===== src/rtl/bp_pkg.sv =====
// Shared types and helpers for the branch history table predictor:
// clear-FSM state encoding, counter arithmetic and the reset-value default.
package bp_pkg;

    // Widest counter supported; narrower counters are zero-extended into this.
    localparam int unsigned CTR_W_MAX = 4;

    typedef logic [CTR_W_MAX-1:0] ctr_t;

    typedef enum logic {
        ST_IDLE,
        ST_SWEEP
    } clr_state_e;

    // Weakly not-taken: the value just below the taken/not-taken midpoint.
    function automatic int unsigned ctr_init_default(input int unsigned width);
        return (32'd1 << (width - 32'd1)) - 32'd1;
    endfunction

    // Largest value representable in a counter of the given width.
    function automatic ctr_t ctr_max(input int unsigned width);
        return ctr_t'((32'd1 << width) - 32'd1);
    endfunction

    // Saturating step: limits are tested before the add so the result never wraps.
    function automatic ctr_t sat_next(input ctr_t ctr, input logic taken,
                                      input int unsigned width);
        ctr_t top;
        top = ctr_max(width);
        if (taken) begin
            return (ctr == top) ? ctr : ctr + ctr_t'(1);
        end
        return (ctr == '0) ? ctr : ctr - ctr_t'(1);
    endfunction

    // A counter is strong when pinned at either end of its range.
    function automatic logic ctr_is_strong(input ctr_t ctr, input int unsigned width);
        return (ctr == '0) || (ctr == ctr_max(width));
    endfunction

endpackage


===== src/rtl/bht_sat_predictor_sat_ctr_next.sv =====
// Combinational saturating increment/decrement of one CTR_W-bit counter.
module sat_ctr_next
    import bp_pkg::*;
#(
    parameter int unsigned CTR_W = 2
) (
    input  logic [CTR_W-1:0] i_ctr,
    input  logic             i_taken,
    output logic [CTR_W-1:0] o_next
);

    // Widen into the package counter type, step, and narrow back.
    always_comb begin
        o_next = CTR_W'(sat_next(ctr_t'(i_ctr), i_taken, CTR_W));
    end

endmodule


===== src/rtl/bht_sat_predictor.sv =====
// Branch history table of saturating counters: registered prediction for
// fetch, training from execute feedback, and a one-entry-per-cycle clear sweep.
module bht_sat_predictor
    import bp_pkg::*;
#(
    parameter int unsigned INDEX_W  = 8,
    parameter int unsigned CTR_W    = 2,
    parameter int unsigned CTR_INIT = ctr_init_default(CTR_W),
    parameter bit          BYPASS   = 1'b1
) (
    input  logic               clk,
    input  logic               rst_n,
    input  logic               lu_valid,
    input  logic [INDEX_W-1:0] lu_index,
    output logic               pred_valid,
    output logic               pred_taken,
    output logic               pred_strong,
    input  logic               fb_valid,
    input  logic [INDEX_W-1:0] fb_index,
    input  logic               fb_taken,
    input  logic               clear,
    output logic               busy
);

    localparam int unsigned      ENTRIES = 2 ** INDEX_W;
    localparam logic [CTR_W-1:0] INIT_V  = CTR_W'(CTR_INIT);

    logic [CTR_W-1:0]   r_table [ENTRIES];
    clr_state_e         r_state;
    clr_state_e         w_state_nxt;
    logic [INDEX_W-1:0] r_ptr;
    logic [INDEX_W-1:0] w_ptr_nxt;

    logic               r_pred_valid;
    logic               r_pred_taken;
    logic               r_pred_strong;

    logic               w_sweep;
    logic               w_wr_en;
    logic [INDEX_W-1:0] w_wr_idx;
    logic [CTR_W-1:0]   w_wr_val;
    logic [CTR_W-1:0]   w_upd_next;
    logic [CTR_W-1:0]   w_byp_next;
    logic               w_hit;
    logic [CTR_W-1:0]   w_sel;
    logic               w_sel_strong;

    // Trained value for the feedback entry.
    sat_ctr_next #(.CTR_W(CTR_W)) u_upd (
        .i_ctr   (r_table[fb_index]),
        .i_taken (fb_taken),
        .o_next  (w_upd_next)
    );

    // Trained value for the lookup entry, used only on a same-index hit.
    sat_ctr_next #(.CTR_W(CTR_W)) u_byp (
        .i_ctr   (r_table[lu_index]),
        .i_taken (fb_taken),
        .o_next  (w_byp_next)
    );

    // Clear FSM next state: start on clear, walk the pointer, stop after the last entry.
    always_comb begin
        w_state_nxt = r_state;
        w_ptr_nxt   = r_ptr;
        case (r_state)
            ST_IDLE: begin
                if (clear) begin
                    w_state_nxt = ST_SWEEP;
                    w_ptr_nxt   = '0;
                end
            end
            ST_SWEEP: begin
                w_ptr_nxt = r_ptr + INDEX_W'(1);
                if (&r_ptr) begin
                    w_state_nxt = ST_IDLE;
                end
            end
            default: begin
                w_state_nxt = ST_IDLE;
                w_ptr_nxt   = '0;
            end
        endcase
    end

    // Clear FSM state and sweep pointer registers.
    always_ff @(posedge clk or negedge rst_n) begin
        if (!rst_n) begin
            r_state <= ST_IDLE;
            r_ptr   <= '0;
        end else begin
            r_state <= w_state_nxt;
            r_ptr   <= w_ptr_nxt;
        end
    end

    // Single write port: the sweep owns it while active, feedback otherwise.
    always_comb begin
        w_sweep  = (r_state == ST_SWEEP);
        w_wr_en  = w_sweep | fb_valid;
        w_wr_idx = w_sweep ? r_ptr : fb_index;
        w_wr_val = w_sweep ? INIT_V : w_upd_next;
    end

    // Counter table: fully initialised by reset, one entry written per cycle.
    always_ff @(posedge clk or negedge rst_n) begin
        if (!rst_n) begin
            for (int unsigned i = 0; i < ENTRIES; i++) begin
                r_table[i] <= INIT_V;
            end
        end else if (w_wr_en) begin
            r_table[w_wr_idx] <= w_wr_val;
        end
    end

    // Prediction source: forced during a sweep, bypassed on a same-index update.
    always_comb begin
        w_hit = BYPASS && fb_valid && !w_sweep && (fb_index == lu_index);
        if (w_sweep) begin
            w_sel = INIT_V;
        end else if (w_hit) begin
            w_sel = w_byp_next;
        end else begin
            w_sel = r_table[lu_index];
        end
        w_sel_strong = ctr_is_strong(ctr_t'(w_sel), CTR_W);
    end

    // Registered prediction; taken/strong are held low when no lookup was made.
    always_ff @(posedge clk or negedge rst_n) begin
        if (!rst_n) begin
            r_pred_valid  <= 1'b0;
            r_pred_taken  <= 1'b0;
            r_pred_strong <= 1'b0;
        end else begin
            r_pred_valid  <= lu_valid;
            r_pred_taken  <= lu_valid & w_sel[CTR_W-1];
            r_pred_strong <= lu_valid & w_sel_strong;
        end
    end

    assign pred_valid  = r_pred_valid;
    assign pred_taken  = r_pred_taken;
    assign pred_strong = r_pred_strong;
    assign busy        = w_sweep;

endmodule


===== config.mk =====
export PLATFORM = sky130hd
export DESIGN_NAME = bht_sat_predictor
export DESIGN_NICKNAME = d
export VERILOG_FILES = /design/src/rtl/bp_pkg.sv /design/src/rtl/bht_sat_predictor_sat_ctr_next.sv /design/src/rtl/bht_sat_predictor.sv
export SDC_FILE = /design/constraint.sdc
export NUM_CORES = 1
export LEC_CHECK = 0
export CELL_PAD_IN_SITES_DETAIL_PLACEMENT = 1
export CELL_PAD_IN_SITES_GLOBAL_PLACEMENT = 2
export CORE_ASPECT_RATIO = 1.5
export CORE_UTILIZATION = 30
export CTS_CLUSTER_DIAMETER = 150
export DETAILED_ROUTE_END_ITERATION = 10
export HOLD_SLACK_MARGIN = 0.08
export PLACE_DENSITY_LB_ADDON = 0.1
export SYNTH_ARGS = -nofsm -noshare
export SYNTH_HDL_FRONTEND = slang
export SYNTH_SLANG_ARGS = --single-unit

===== constraint.sdc =====
create_clock -name clk -period 5.8 [get_ports clk]
set_input_delay 1.16 -clock clk [delete_from_list [all_inputs] [get_ports clk]]
set_output_delay 1.16 -clock clk [all_outputs]
set_load 0.01 [all_outputs]

==> results of run 1 <==
==> final timing paths <==
check,endpoint,startpoint
max in group asynchronous,r_table[341],rst_n
min reg2reg,r_table[354],r_table[354]
min in group asynchronous,r_table[491],rst_n
max reg2reg,r_table[424],r_table[174]
max,r_table[424],fb_index[1]
min,r_table[354],r_table[354]
==> routing by layer <==
layer | share of wire (%) | vias to the layer above
met5 | 0 | -
met4 | 4.7 | 0
met3 | 4.1 | 252
met2 | 51 | 824
met1 | 41 | 14610
li1 | - | 11830
==> logic make-up (layout without fill, tap and decap cells) <==
kind of cell / count (synthesis) / count (layout) / share of synthesized area (%)
AO/OA/AOI/OAI: 801 / 801 / 17.81
XOR/XNOR: 11 / 11 / 0.3050
adder cells (fa/ha/maj): 1 / 1 / 0.03961
buffers and inverters: 327 / 320 / 5.027
flip-flops: 524 / 524 / 42.53
multiplexers: 352 / 352 / 19.18
other: 0 / 2 / 0
AND/OR/NAND/NOR: 1178 / 1178 / 15.10
==> flip-flops by register name, indices dropped and copies added (netlist names) <==
register	cells
pred_taken	1
busy	1
r_table	512
pred_valid	1
r_ptr	8
pred_strong	1
==> stage by stage <==
stage / utilization [%] / hold slack (ns) / std cells
floorplan: - / 0.4530 / 3194
global placement: 32.56 / 0.4613 / 4474
detailed placement: 32.56 / 0.4704 / 4474
CTS: 34.51 / 0.4800 / 4583
global route: 34.51 / 0.4951 / 4583
finish: 34.52 / 0.4789 / 4585
==> area by class of cell <==
type	instances	area share, %
inverter	9	0.09382
clock buffer	94	5.059
tap	1396	4.851
multi-input combinational	2343	46.41
timing repair buffer	202	5.657
sequential	524	37.31
clock inverter	15	0.6046
antenna	2	0.01390
==> where the power goes <==
part | switching, W | total (W) | internal [W]
Combinational | 0.00345 | 0.00602 | 0.00257
Clock | 0.00174 | 0.00410 | 0.00236
Sequential | 0.00155 | 0.00734 | 0.00579
Total | 0.00674 | 0.0175 | 0.0107
==> cell usage in the layout (no fill, tap or decap), types with 31 or more instances in the layout <==
master     netlist  final
nand2_1        587    586
a21oi_1         89     89
nand3_1         35     35
a22oi_1         31     31
o31ai_1        254    254
buf_4           22    141
dfstp_2        256    256
o22ai_1         42     42
a41oi_1         79     79
mux4_2         200    200
clkbuf_16        0     62
a31oi_1        190    190
mux2i_1        138    138
dfrtp_1        268    267
buf_12           1     37
nor2_1         434    407
==> worst reg2reg max path, stage by stage (launching register included) <==
cell and delay [ns]:
dfstp_2 0.55, mux4_2 0.25, a22oi_1 0.08, a21oi_1 0.60, nor4_1 0.20, nor4_1 0.71
nand2_1 0.30, a21oi_4 0.36, buf_12 0.30, buf_12 0.27, o31ai_1 0.12
==> results_dict.tcl, run 1 <==
set metrics [dict create \
    pin_count 26 \
    yosysWarnings 0 \
    yosys.area.top_type "dfstp_2" \
    reg2reg_setup_slack_ns 1.97 \
    die_y_um 399.4 \
    drv_cap 0 \
    clkLatencyLatePin_ns 0.67 \
    drive_gt1_share_pct 24.79 \
    power.density_mw_per_mm2 484.7 \
    synth_seq_cells 524 \
    hold_class "register to register" \
    syn_area_mm2 0.03159 \
    drt-total-wl_um 149000 \
    drtAntennaViolNets 0 \
    ys_top_cells_by_area "dfstp_2 (21%), dfrtp_1 (21%), mux4_2 (14%), nand2_1 (7.0%), o31ai_1 (6.0%)" \
    grt_max_degree 131 \
    met1_usage_pct 34.85 \
    hold_buffers 0 \
    syn-mean-instance-area_um2 9.889 \
    drtIter0Drc 2225 \
    reg2reg_depth 10 \
    synth.most_common_cell "nand2_1" \
    n_fill_cell 11570 \
    crit_fanout 31 \
    rsz0062_at_grt "no" \
    crit_arrival_ns 5.58 \
    max-vdd-ir-drop_uv 302.6 \
    worst-path-stages 13 \
    worst_path_max_delay_cell "nor4_1" \
    syn_nets 3217 \
    place_congestion 0.8610 \
    grt_util_met3_pct 2.880 \
    pre_cts_ws_ns 0.1850 \
    grt_pass1_wl_um 216600 \
    drt_first_pass_iters 5 \
    relSlewSlack_pct 19.34 \
    die_w_um 266.9 \
    grt_pass1_vias 28550 \
    fin_nets 3163 \
    start_util_pct 30.28 \
    syn2layout_area_growth_pct 14.01 \
    synth_edf_count 0 \
    ys_top_cells_by_count "nand2_1 (587), nor2_1 (434), dfrtp_1 (268), dfstp_2 (256), o31ai_1 (254)" \
    worstSetupPathType "input pin to register" \
    hold_violations 0 \
    hpwl_um 100100 \
    ff_latch_area_mm2 0.01343 \
    cts_tree "yes" \
    finalCritPeriodShare_pct 85.87 \
    cts_resized 0 \
    place_area_mm2 0.03397 \
    wl_per_cell_um 32.49 \
    clkTransAtPathRegs_ns 0.06 \
    die_area_mm2 0.1066 \
    met2_usage_pct 49.14 \
    ys_types 66 \
    finalSetupViolations 0 \
    root_buffer "clkbuf_16" \
    status "complete, no violations" \
    max_freq_ghz 0.2008 \
    fin_area_mm2 0.03601 \
    slew_violations 0 \
    post_cts_buffers 0 \
    viasPerCell 6.001 \
    syn_inst 3194 \
    path_cells "buf_2 -> buf_4 -> nor2b_1 -> buf_4 -> a22oi_1 -> a21oi_1 -> nor4_1 -> nor4_1 -> nand2_1 -> a21oi_4 -> buf_12 -> buf_12 -> o31ai_1" \
    cp-start-kind "input pin" \
    cp_top_family "buffers and inverters" \
    min_path_cells 2 \
    p_total_w 0.01746 \
    clockBufferDepth 3 \
    synth-seq-area-share_pct 42.53 \
    antenna_found_initial 1 \
    core_mm2 0.1043 \
    post-route-min-period_ns 4.980 \
    cpPeakStageDelay_ns 0.71 \
    core.rowCount 145 \
    multi_input_area_mm2 0.01671 \
    cts-buffers-inserted 60 \
    path_buf_inv 5 \
    power_leakage_nw 13.33 \
    h-tree-depth 2 \
    finClkSkew_ns 0.02594 \
    drc 0 \
    async_reset_ff_share_pct 100.0 \
    cts_sinks 524 \
    synth_ff_type "dfrtp_1" \
    busiest_layer "met2" \
    end_kind "register" \
    setup_ws_ns 0.8198 \
    setup_tns_ns 0 \
    worstMarginPinSlew_ns 1.179 \
    grt_usage_pct 28.07 \
    grt_overflow 0 \
    required_ns 6.40 \
    synth_top_area_share_pct 21.30 \
    portBuffers 25 \
    dr_total_vias 27520 \
]
No activity file was read; power rests on OpenSTA's default activity.
==> run 2: changes to the inputs <==
--- a/config.mk
+++ b/config.mk
@@ -5,9 +5,10 @@
 export SDC_FILE = /design/constraint.sdc
 export NUM_CORES = 1
 export LEC_CHECK = 0
+export ABC_CLOCK_PERIOD_IN_PS = 5800
 export CELL_PAD_IN_SITES_DETAIL_PLACEMENT = 1
 export CELL_PAD_IN_SITES_GLOBAL_PLACEMENT = 2
-export CORE_ASPECT_RATIO = 1.5
+export CORE_ASPECT_RATIO = 2
 export CORE_UTILIZATION = 30
 export CTS_CLUSTER_DIAMETER = 150
 export DETAILED_ROUTE_END_ITERATION = 10
==> constraint.sdc (replaced) <==
create_clock -name clk -period 5.8 [get_ports clk]
set_input_delay 0.58 -clock clk [delete_from_list [all_inputs] [get_ports clk]]
set_output_delay 0.58 -clock clk [all_outputs]
set_load 0.01 [all_outputs]
==> results_dict.tcl, run 2 (synthesis gave the netlist of run 1 again) <==
set metrics [dict create \
    status "complete, no violations" \
    fin_nets 3102 \
    drive_gt1_share_pct 23.74 \
    final_cell_mix "nand2_1 (585), nor2_1 (405), dfrtp_1 (267), dfstp_2 (256), o31ai_1 (254)" \
    cp-start-kind "input pin" \
    clockBufferDepth 3 \
    clkLatencyLatePin_ns 0.69 \
    power_leakage_nw 12.96 \
    hold_start "lu_valid" \
    syn2layout_area_growth_pct 11.50 \
    pin_count 26 \
    drt_first_pass_iters 6 \
    power.density_mw_per_mm2 488.1 \
    cts_sinks 524 \
    power.switching_w 0.006788 \
    core.rowCount 168 \
    cts-buffers-inserted 56 \
    place_area_mm2 0.03332 \
    rr_endpoint "r_table[271]" \
    max-vdd-ir-drop_uv 223.9 \
    wl_per_cell_um 33.60 \
    rsz0062_at_grt "no" \
    worstMarginPinSlew_ns 1.177 \
    grt_usage_pct 28.49 \
    finalCritPeriodShare_pct 73.14 \
    die_y_um 460.9 \
    grt_pass1_wl_um 217400 \
    final_cells 4486 \
    fin_area_mm2 0.03522 \
    hpwl_um 100500 \
    grt_overflow 0 \
    grt_max_degree 169 \
    hold_end "pred_valid" \
    p_sw_share_pct 39.49 \
    slew_violations 0 \
    die_w_um 231.4 \
    root_buffer "clkbuf_16" \
    required_ns 6.38 \
    antenna_found_initial 2 \
    setup_tns_ns 0 \
    portBuffers 25 \
    place_congestion 0.9124 \
    cts_resized 0 \
    reg2reg_depth 10 \
    reg2reg_setup_slack_ns 2.05 \
    drv_cap 0 \
    top_regs "r_table (512), r_ptr (8)" \
    cts_tree "yes" \
    layout_commonest_cell "nand2_1" \
    largest_register_ffs 512 \
    p_comb_share_pct 35.2 \
    power.share.sequential_pct 42.5 \
    placedCellCount 4380 \
    drtAntennaViolNets 0 \
    die_area_mm2 0.1067 \
    post-route-min-period_ns 4.242 \
    clockPowerShare_pct 22.3 \
    crit_arrival_ns 4.82 \
    relSlewSlack_pct 21.37 \
    num_antenna_cells 0 \
    hold_violations 0 \
    end_kind "register" \
    h-tree-depth 2 \
    hold_class "input pin to register" \
    drt-total-wl_um 150700 \
    min_path_cells 1 \
    regMostFlops "r_table" \
    finalSetupViolations 0 \
    viasPerCell 6.058 \
    grt_pass1_vias 28900 \
    clkTransAtPathRegs_ns 0.06 \
    worstSetupPathType "input pin to register" \
    hold_ws_ns 0.3704 \
    post_cts_buffers 0 \
    drtIter0Drc 2040 \
    core_mm2 0.1045 \
    drc 0 \
    start_util_pct 30.23 \
    max_freq_ghz 0.2357 \
    crit_fanout 13 \
    intPower_w 0.01040 \
    final_core_util_pct 33.71 \
    r2r_start "r_table[4]" \
    finClkSkew_ns 0.02664 \
    dr_total_vias 27180 \
]
## run 2: changes by cell type in the layout (fill, tap and decap cells not counted), moves of 2 or more
cell / previous run / this run
nor2_1: 407 / 405
nor2_4: 9 / 14
buf_12: 37 / 21
clkbuf_8: 18 / 22
diode_2: 2 / 0
buf_4: 141 / 99
clkinv_2: 6 / 15
nor2_2: 18 / 15
clkbuf_1: 17 / 7
bufinv_16: 5 / 1
inv_6: 0 / 2
clkbuf_16: 62 / 58
## run 2: power groups by stage
stage / Clock, W / Combinational (W) / Sequential [W]
final: 0.00383 / 0.00604 / 0.00731
after global routing: 0.00404 / 0.00650 / 0.00749
after CTS: 0.00394 / 0.00609 / 0.00728
after detailed placement: 0 / 0.00608 / 0.00733
after global placement: 0 / 0.00592 / 0.00722
after floorplan: 0 / 0.00401 / 0.00657
## run 2: layout make-up
type                            instances  area, µm²
Fill cell                           11530      69250
Multi-Input combinational cell       2343      16750
Sequential cell                       524      13430
Clock buffer                           84       1739
Tap cell                             1360       1702
Timing Repair Buffer                  145       1411
Clock inverter                         21      145.1
Inverter                                9      33.78
## run 2: worst max-delay path by stage
stage | startpoint | end | slack, ns | depth (start not counted)
finish | lu_index[3] | pred_strong | 1.56 | 12
global route | fb_index[0] | r_table[65] | 1.42 | 11
CTS | lu_index[3] | pred_strong | 1.60 | 12
detailed placement | fb_index[0] | r_table[271] | 0.89 | 12
global placement | lu_index[3] | pred_strong | 0.93 | 12
floorplan | lu_index[0] | pred_strong | 2.67 | 11
## run 2: layer usage
layer	vias to the layer above	part of all wire (%)	GRT usage (%)
met5	-	0.0086	0
met4	2	6.8	17.20
met3	344	4.0	3.378
met2	874	52	51.39
met1	14250	37	31.71
li1	11710	-	-
## run 2: critical path, stage by stage
cell and delay (ns):
buf_2 0.48, nand3b_1 0.88, buf_4 0.50, o22ai_1 0.16, nor4_2 0.08, buf_4 0.20
a2111oi_0 0.77, nor4_1 0.11, buf_4 0.21, o311ai_0 0.31, mux2i_1 0.22, mux2i_1 0.28
## run 2: repair_timing
item                       4_1_cts  5_1_grt
hold buffers                     1        0
hold endpoints to repair        37        0
setup endpoints to repair        0        0
## run 2: through the flow
stage / total power [W] / worst slack [ns]
floorplan: 0.01058 / 2.670
global placement: 0.01314 / 0.9349
detailed placement: 0.01341 / 0.8857
CTS: 0.01732 / 1.600
global route: 0.01803 / 1.417
finish: 0.01719 / 1.558
==> run 3: changes to the inputs <==
--- a/config.mk
+++ b/config.mk
@@ -5,7 +5,7 @@
 export SDC_FILE = /design/constraint.sdc
 export NUM_CORES = 1
 export LEC_CHECK = 0
-export ABC_CLOCK_PERIOD_IN_PS = 5800
+export ABC_CLOCK_PERIOD_IN_PS = 4350
 export CELL_PAD_IN_SITES_DETAIL_PLACEMENT = 1
 export CELL_PAD_IN_SITES_GLOBAL_PLACEMENT = 2
 export CORE_ASPECT_RATIO = 2
==> constraint.sdc (replaced) <==
create_clock -name clk -period 4.35 [get_ports clk]
set_input_delay 0.435 -clock clk [delete_from_list [all_inputs] [get_ports clk]]
set_output_delay 0.435 -clock clk [all_outputs]
set_load 0.01 [all_outputs]
==> results_dict.tcl, run 3 (synthesis gave the netlist of run 1 again) <==
set metrics [dict create \
    reg2reg_setup_slack_ns 0.91 \
    hold_violations 0 \
    largest_register_ffs 512 \
    status "complete, no violations" \
    post-route-min-period_ns 3.826 \
    drtAntennaViolNets 0 \
    grt_pass1_wl_um 222000 \
    hpwl_um 108100 \
    root_buffer "clkbuf_16" \
    slew_violations 0 \
    viasPerCell 6.036 \
    cts_resized 0 \
    dr_total_vias 27710 \
    clockBufferDepth 3 \
    max_freq_ghz 0.2614 \
    num_antenna_cells 0 \
    grt_max_degree 114 \
    setup_ws_ns 0.5241 \
    die_w_um 231.4 \
    place_congestion 0.9012 \
    drive_gt1_share_pct 25.94 \
    core.rowCount 168 \
    drv_cap 0 \
    grt_overflow 0 \
    antenna_found_initial 1 \
    finClkSkew_ns 0.02014 \
    hold_buffers 1 \
    clkLatencyLatePin_ns 0.66 \
    die_y_um 460.9 \
    cts_tree "yes" \
    grt_usage_pct 29.03 \
    pin_count 26 \
    post_cts_buffers 0 \
    finalCritPeriodShare_pct 87.95 \
    start_util_pct 30.23 \
    regMostFlops "r_table" \
    hold_class "input pin to register" \
    max-vdd-ir-drop_uv 297.5 \
    clkTransAtPathRegs_ns 0.06 \
    cts-buffers-inserted 54 \
    power.density_mw_per_mm2 639.1 \
    syn2layout_area_growth_pct 14.97 \
    drt-total-wl_um 153500 \
    fin_area_mm2 0.03631 \
    h-tree-depth 2 \
    wl_per_cell_um 33.44 \
    crit_arrival_ns 4.39 \
    final_cell_mix "nand2_1 (586), nor2_1 (406), dfrtp_1 (267), dfstp_2 (256), o31ai_1 (254)" \
    cts_sinks 524 \
    layout_commonest_cell "nand2_1" \
    portBuffers 25 \
    crit_fanout 36 \
    drtIter0Drc 2020 \
    die_area_mm2 0.1067 \
    fin_nets 3208 \
    finalSetupViolations 0 \
    power_leakage_nw 13.55 \
    grt_pass1_vias 29910 \
    required_ns 4.92 \
    pre_cts_ws_ns -0.1537 \
    final_cells 4590 \
    core_mm2 0.1045 \
    drt_first_pass_iters 5 \
    rsz0062_at_grt "no" \
    placedCellCount 4488 \
    drc 0 \
    end_kind "register" \
    worstSetupPathType "input pin to register" \
    cp-start-kind "input pin" \
    worstMarginPinSlew_ns 1.043 \
    relSlewSlack_pct 30.48 \
    place_area_mm2 0.03450 \
    top_regs "r_table (512), r_ptr (8)" \
]
## run 3: cell types whose count changed in the layout (fill, tap and decap cells not counted), moves of 2 or more
cell and change:
buf_4 +76, buf_12 +32, clkbuf_8 -8, clkbuf_1 +5, nor2_4 -5, nor2_2 +4, bufinv_16 +2, clkinv_2 +2
inv_6 -2
## run 3: power breakdown
part	switching, W	total, W	internal (W)
sequential	0.00212	0.00983	0.00771
combinational	0.00482	0.00838	0.00356
clock	0.00225	0.00501	0.00275
total	0.00919	0.0232	0.0140
## run 3: final timing paths
check / end / depth (start not counted) / startpoint
setup reg to reg: r_table[67] / 10 / r_table[132]
setup / recovery: r_table[492] / 13 / fb_index[0]
hold / removal: pred_valid / 1 / lu_valid
hold reg to reg: r_table[152] / 2 / r_table[152]
min in group asynchronous: r_table[241] / 2 / rst_n
max in group asynchronous: r_table[138] / 3 / rst_n
## run 3: layer usage
layer  global-route usage (%)  part of all wire (%)  up-vias
met5                        0                     0        -
met2                    52.18                    52      719
met1                    32.32                    37    14700
met4                    18.88                   7.5        0
li1                         -                     -    11940
met3                    2.853                   3.2      350
## run 3: stage by stage
| step | utilization [%] | power, W | TNS [ns] | hold slack [ns] |
|---|---|---|---|---|
| after floorplan | - | 0.01411 | 0 | 0.1394 |
| after global placement | 33.02 | 0.01789 | 0 | 0.4623 |
| after detailed placement | 33.02 | 0.01828 | -28.18 | 0.4691 |
| after CTS | 34.76 | 0.02338 | 0 | 0.2227 |
| after global routing | 34.76 | 0.02432 | 0 | 0.2565 |
| final | 34.76 | 0.02321 | 0 | 0.2591 |
## run 3: area by class of cell
| type | instances | area, µm² |
|---|---|---|
| clock buffers | 80 | 1623 |
| clock inverters | 21 | 182.7 |
| fillers | 11510 | 68160 |
| inverters | 9 | 33.78 |
| multi-input cells | 2343 | 16720 |
| flip-flops and latches | 524 | 13430 |
| well taps | 1360 | 1702 |
| repair buffers | 253 | 2623 |
## run 3: critical path, stage by stage
cell and delay (ns):
clkbuf_8 0.27, buf_12 0.31, buf_4 0.44, nand2_1 0.29
o22ai_1 0.34, nor3_1 0.11, nor4_1 0.70, nor4_1 0.20
a2bb2oi_2 0.26, a21oi_4 0.19, buf_12 0.27, buf_12 0.24
o31ai_1 0.11
